==> config.mk <==
export PLATFORM = sky130hd
export DESIGN_NAME = data_memory_lat
export DESIGN_NICKNAME = d
export VERILOG_FILES = /design/src/rtl/mips_dm_pkg.sv /design/src/rtl/dm_ram.sv /design/src/rtl/data_memory_lat.sv
export SDC_FILE = /design/constraint.sdc
export NUM_CORES = 2
export LEC_CHECK = 0
export ABC_AREA = 0
export BUFFER_PORTS_ARGS = -buffer_cell sky130_fd_sc_hd__buf_2
export CAP_MARGIN = 20
export CORE_ASPECT_RATIO = 1.2
export CORE_MARGIN = 2
export CORE_UTILIZATION = 40
export CTS_CLUSTER_DIAMETER = 40
export DETAILED_ROUTE_END_ITERATION = 16
export PLACE_DENSITY = 0.63
export SETUP_SLACK_MARGIN = 0.1
export SYNTH_ARGS = -nofsm -noshare
export SYNTH_HDL_FRONTEND = slang
export SYNTH_SLANG_ARGS = --single-unit
==> constraint.sdc <==
create_clock -name clk -period 91.4 [get_ports clk]
set_input_delay 18.28 -clock clk [delete_from_list [all_inputs] [get_ports clk]]
set_output_delay 18.28 -clock clk [all_outputs]
set_load 0.005 [all_outputs]
==> src/rtl/mips_dm_pkg.sv <==
// Shared definitions for the latency-configurable MIPS data-memory stage:
// FSM encodings, access-direction constants and a constant-foldable clog2.
package mips_dm_pkg;

  typedef enum logic {
    IDLE = 1'b0,
    WAIT = 1'b1
  } dm_state_e;

  localparam logic MEM_STORE = 1'b1;
  localparam logic MEM_LOAD  = 1'b0;

  // Ceiling log2; returns 0 for n <= 1 so it can size a counter of value 0.
  function automatic int clog2(input int n);
    int r;
    r = 0;
    for (int i = 0; i < 31; i++) begin
      if ((1 << i) < n) r = i + 1;
    end
    return r;
  endfunction

endpackage

==> src/rtl/dm_ram.sv <==
// Word-addressed data RAM: synchronous write, asynchronous read, and every
// word cleared to zero while reset is asserted.
module dm_ram
  import mips_dm_pkg::*;
#(
  parameter int DW    = 16,
  parameter int DEPTH = 64,
  localparam int AW   = clog2(DEPTH)
) (
  input  logic          clk,
  input  logic          reset,
  input  logic          we,
  input  logic [AW-1:0] waddr,
  input  logic [DW-1:0] wdata,
  input  logic [AW-1:0] raddr,
  output logic [DW-1:0] rdata
);

  logic [DW-1:0] mem_reg [DEPTH];

  // One register per word so the whole array can be cleared asynchronously.
  for (genvar gi = 0; gi < DEPTH; gi++) begin : g_word
    always_ff @(posedge clk or posedge reset) begin
      if (reset) begin
        mem_reg[gi] <= '0;
      end else if (we && (waddr == AW'(gi))) begin
        mem_reg[gi] <= wdata;
      end
    end
  end

  assign rdata = mem_reg[raddr];

endmodule

==> src/rtl/data_memory_lat.sv <==
// MEM stage between EX and WB: load/store with READ_LAT-cycle loads, a stall
// while a load is in flight, out-of-range flagging and the writeback mux.
module data_memory_lat
  import mips_dm_pkg::*;
#(
  parameter int DW       = 16,
  parameter int DEPTH    = 64,
  parameter int READ_LAT = 2
) (
  input  logic          clk,
  input  logic          reset,
  input  logic [DW-1:0] ans_ex,
  input  logic [DW-1:0] DM_data,
  input  logic          mem_rw_ex,
  input  logic          mem_en_ex,
  input  logic          mem_mux_sel_dm,
  output logic [DW-1:0] ans_dm,
  output logic          dm_busy,
  output logic          dm_err
);

  localparam int AW = clog2(DEPTH);
  localparam int CW = clog2(READ_LAT) + 1;

  dm_state_e     state_reg, state_next;
  logic [CW-1:0] cnt_reg, cnt_next;
  logic [AW-1:0] addr_reg, addr_next;
  logic          sel_reg, sel_next;
  logic          oor_reg, oor_next;
  logic [DW-1:0] hold_reg, hold_next;
  logic [DW-1:0] ans_dm_reg, ans_dm_next;
  logic          busy_reg, busy_next;
  logic          err_reg, err_next;

  logic          oor_now;
  logic [AW-1:0] addr_now;
  logic          ram_we;
  logic [AW-1:0] ram_raddr;
  logic [DW-1:0] ram_rdata;
  logic [DW-1:0] rd_data;

  // Any set bit above the word address is an error; addresses never alias.
  if (DW > AW) begin : g_range
    assign oor_now = |ans_ex[DW-1:AW];
  end else begin : g_no_range
    assign oor_now = 1'b0;
  end

  assign addr_now  = AW'(ans_ex);
  assign ram_we    = (state_reg == IDLE) && mem_en_ex &&
                     (mem_rw_ex == MEM_STORE) && !oor_now;
  assign ram_raddr = (state_reg == WAIT) ? addr_reg : addr_now;
  assign rd_data   = ((state_reg == WAIT) ? oor_reg : oor_now) ? '0 : ram_rdata;

  dm_ram #(
    .DW   (DW),
    .DEPTH(DEPTH)
  ) u_ram (
    .clk  (clk),
    .reset(reset),
    .we   (ram_we),
    .waddr(addr_now),
    .wdata(DM_data),
    .raddr(ram_raddr),
    .rdata(ram_rdata)
  );

  always_ff @(posedge clk or posedge reset) begin
    if (reset) begin
      state_reg  <= IDLE;
      cnt_reg    <= '0;
      addr_reg   <= '0;
      sel_reg    <= 1'b0;
      oor_reg    <= 1'b0;
      hold_reg   <= '0;
      ans_dm_reg <= '0;
      busy_reg   <= 1'b0;
      err_reg    <= 1'b0;
    end else begin
      state_reg  <= state_next;
      cnt_reg    <= cnt_next;
      addr_reg   <= addr_next;
      sel_reg    <= sel_next;
      oor_reg    <= oor_next;
      hold_reg   <= hold_next;
      ans_dm_reg <= ans_dm_next;
      busy_reg   <= busy_next;
      err_reg    <= err_next;
    end
  end

  always_comb begin
    state_next  = state_reg;
    cnt_next    = cnt_reg;
    addr_next   = addr_reg;
    sel_next    = sel_reg;
    oor_next    = oor_reg;
    hold_next   = hold_reg;
    ans_dm_next = ans_dm_reg;
    busy_next   = busy_reg;
    err_next    = err_reg;

    case (state_reg)
      IDLE: begin
        if (!mem_en_ex) begin
          ans_dm_next = ans_ex;
          err_next    = 1'b0;
        end else if (mem_rw_ex == MEM_STORE) begin
          ans_dm_next = ans_ex;
          err_next    = oor_now;
        end else if (READ_LAT == 1) begin
          ans_dm_next = mem_mux_sel_dm ? rd_data : ans_ex;
          err_next    = oor_now;
        end else begin
          // Capture the request; upstream is stalled until the result lands.
          addr_next  = addr_now;
          sel_next   = mem_mux_sel_dm;
          oor_next   = oor_now;
          hold_next  = ans_ex;
          cnt_next   = CW'(READ_LAT - 1);
          busy_next  = 1'b1;
          err_next   = 1'b0;
          state_next = WAIT;
        end
      end
      WAIT: begin
        cnt_next = cnt_reg - 1'b1;
        if (cnt_reg == CW'(1)) begin
          ans_dm_next = sel_reg ? rd_data : hold_reg;
          err_next    = oor_reg;
          busy_next   = 1'b0;
          state_next  = IDLE;
        end
      end
      default: state_next = IDLE;
    endcase
  end

  assign ans_dm  = ans_dm_reg;
  assign dm_busy = busy_reg;
  assign dm_err  = err_reg;

endmodule

==> results.toml <==
[run_status]
run_status = "finished clean"

[timing]
finalMaxSlewViolations = 0
relSlewSlack_pct = 23.2
period_share_pct = 24.0
fin_crit_ns = 21.91
hold_viol = 0
tns_ns = 0
skew_ns = 0.0281
grt_setup_unrepaired = "false"
max_slew.worst_pin.slew_ns = 1.15
fmax_mhz = 45.6
finalSetupViolCount = 0

[finish]
nNetsFinal = 3822
syn2layout_area_growth_pct = 12.5
stdcell_area_um2 = 55700
fillers = 11081
drive_above_1_share_pct = 39.6
largest_register_ffs = 1024
n_antenna_cell = 0

[detailed_routing]
routed.top_layer = "met5"
routed-wl-met2_um = 65300
ant_nets = 0
initialDrtViolationCount = 3148
drc_errors = 0
vias = 31796
route.met3.wl_um = 9140
via_per_inst = 5.75
met1_length_um = 59600
wl_per_cell_um = 25.1
firstDrtPassIters = 7
finalWirelength_um = 139000

[clock_network]
ctsHoldBuffers = 0
cts_num_sinks = 1063
cts_setup_buffers = 0
clock_path_buffers = 3
cts_buffers = 130
insertion_delay_ns = 0.74
clk_pin_slew_ns = 0.06
cts-root-buf = "clkbuf_16"
cts_tree = "yes"
ctsResizeCount = 0
htreeDepth = 4

[power_and_ir_drop]
cellPowerDensity_nw_per_um2 = 22.9
p_leak_nw = 26.3
vdd_drop_max_uv = 20.2

[worst_setup_path]
cp.required_ns = 92.03
crit_type = "in2reg"
cp_data_arrival_time_ns = 22.54
cp-start-kind = "primary input"
cp-end-kind = "flop"
cp_max_fo = 71

[synth]
netlist_instances = 3844
ys.flop_type = "dfrtp_1"
async_reset_ff_share_pct = 100
syn_area_per_cell_um2 = 12.9
synth-seq-area-share_pct = 53.7
netlist_area_um2 = 49500
synth_edf_count = 0
syn-num-nets = 3882
synth_cell_type_count = 63
ys_warn_count = 0
ys_ff_latch = 1063

[global_routing]
antenna_found_initial = 9
grt_first_pass_wirelength_um = 210000
grt_max_degree = 161
track_usage_pct = 21.9
gr-total-overflow = 0
grt_pass1_vias = 32149

[floorplan]
dieArea_um2 = 127000
row_count = 141
coreArea_um2 = 123000
start_util_pct = 40.3
die_h_um = 389
ios = 55
die_w_um = 325

[placed_design]
gp_congestion = 0.860
hpwl_um = 79400
place_area_um2 = 51200
portBuffers = 54

[job]
maxCapViolations = 0

[hold_path]
min_path_type = "reg2reg"
-- synthesized netlist by cell type, types with 9 or more instances --
cell | n | area share (%)
nor2b_1 | 9 | 0.11
mux2_4 | 10 | 0.30
nor2_2 | 26 | 0.33
nor2_4 | 22 | 0.50
mux2_1 | 79 | 1.8
mux4_2 | 130 | 5.9
nor2_1 | 31 | 0.23
o22ai_1 | 18 | 0.23
clkbuf_1 | 168 | 1.3
nand2_1 | 514 | 3.9
nand2b_1 | 14 | 0.18
buf_1 | 35 | 0.27
mux2_2 | 955 | 22
o21ai_0 | 11 | 0.11
dfrtp_1 | 1063 | 54
a21oi_1 | 86 | 0.87
mux2i_1 | 37 | 0.75
o211ai_1 | 14 | 0.21
buf_2 | 88 | 0.89
a31oi_1 | 27 | 0.34
nand4_1 | 13 | 0.16
nand3_1 | 291 | 2.9
a221oi_1 | 10 | 0.18
buf_4 | 47 | 0.71
a22oi_1 | 32 | 0.49
and3_1 | 13 | 0.16
-- area by class of cell --
type | count | area (um^2) | share of cell area (%)
clock inverters | 56 | 669 | 1.20
well taps | 1644 | 2060 | 3.69
flip-flops and latches | 1063 | 26600 | 47.7
multi-input cells | 2433 | 21500 | 38.5
repair buffers | 148 | 1160 | 2.09
inverters | 8 | 37.5 | 0.0674
clock buffers | 173 | 3730 | 6.70
-- cell usage in the layout, fill, tap and decap left out, drive strengths merged, types with 4 or more instances in the layout --
cell,count
dfrtp,1063
mux2,1044
nand2,525
nand3,296
clkbuf,173
buf,148
mux4,130
a21oi,86
nor2,79
mux2i,37
a22oi,32
a31oi,27
clkinv,22
o22ai,18
inv,18
nand2b,14
o211ai,14
nand4,14
and3,13
bufinv,12
clkinvlp,12
o21ai,11
a221oi,10
nor2b,9
a221o,7
nor4,7
nor3,7
a32oi,6
a311oi,6
and2,6
a2bb2oi,4
-- where the power goes --
part / internal, mW / leakage (nW) / switching, mW
combinational: 0.0691 / 9.40 / 0.189
clock: 0.322 / 2.14 / 0.205
sequential: 0.479 / 14.8 / 0.0124
-- cell families after synthesis --
kind of cell / synth area share (%)
buffers and inverters: 3.25
and+or+nand+nor: 9.30
DFF: 53.7
muxes: 30.5
adders and majority gates: 0.0253
AOI/OAI and AO/OA: 3.23
-- critical path: stages --
cell	delay [ns]
buf_2	0.19
mux2_8	0.57
buf_4	0.78
buf_4	0.76
mux4_2	0.58
a22oi_1	0.38
a21oi_1	0.15
or4_1	0.56
and3b_1	0.21
-- through the flow --
| step | setup WS [ns] | total power [mW] | utilization (%) | hold WS, ns | instances |
|---|---|---|---|---|---|
| 4_1_cts | 69.49 | 1.28 | 45.2 | 0.486 | 5519 |
| 5_1_grt | 69.21 | 1.32 | 45.3 | 0.495 | 5525 |
| 6_report | 69.49 | 1.28 | 45.3 | 0.484 | 5525 |
| 3_5_place_dp | 68.70 | 0.754 | 41.6 | 0.471 | 5290 |
| 3_3_place_gp | 68.78 | 0.755 | 41.6 | 0.463 | 5286 |
| 2_1_floorplan | 43.20 | 0.651 | - | 0.452 | 3844 |
-- worst paths after layout --
kind | start | end | slack, ns | cells past startpoint
worst max-delay path | ans_ex[0] | ans_dm[3] | 69.49 | 9
min in group asynchronous | reset | u_ram.mem_reg[41] | 17.66 | 2
worst max register to register | state_reg | ans_dm[3] | 86.75 | 8
worst min-delay path | u_ram.mem_reg[512] | u_ram.mem_reg[512] | 0.48 | 1
max in group asynchronous | reset | u_ram.mem_reg[257] | 70.00 | 7
worst min register to register | u_ram.mem_reg[512] | u_ram.mem_reg[512] | 0.48 | 1
-- routing by layer --
| layer | vias up | track usage (%) |
|---|---|---|
| met5 | - | 0 |
| met4 | 8 | 7.57 |
| met3 | 242 | 4.25 |
| met2 | 1046 | 34.8 |
| met1 | 16907 | 30.0 |
| li1 | 13593 | - |
Note: power is estimated with default switching activity, not from simulation.
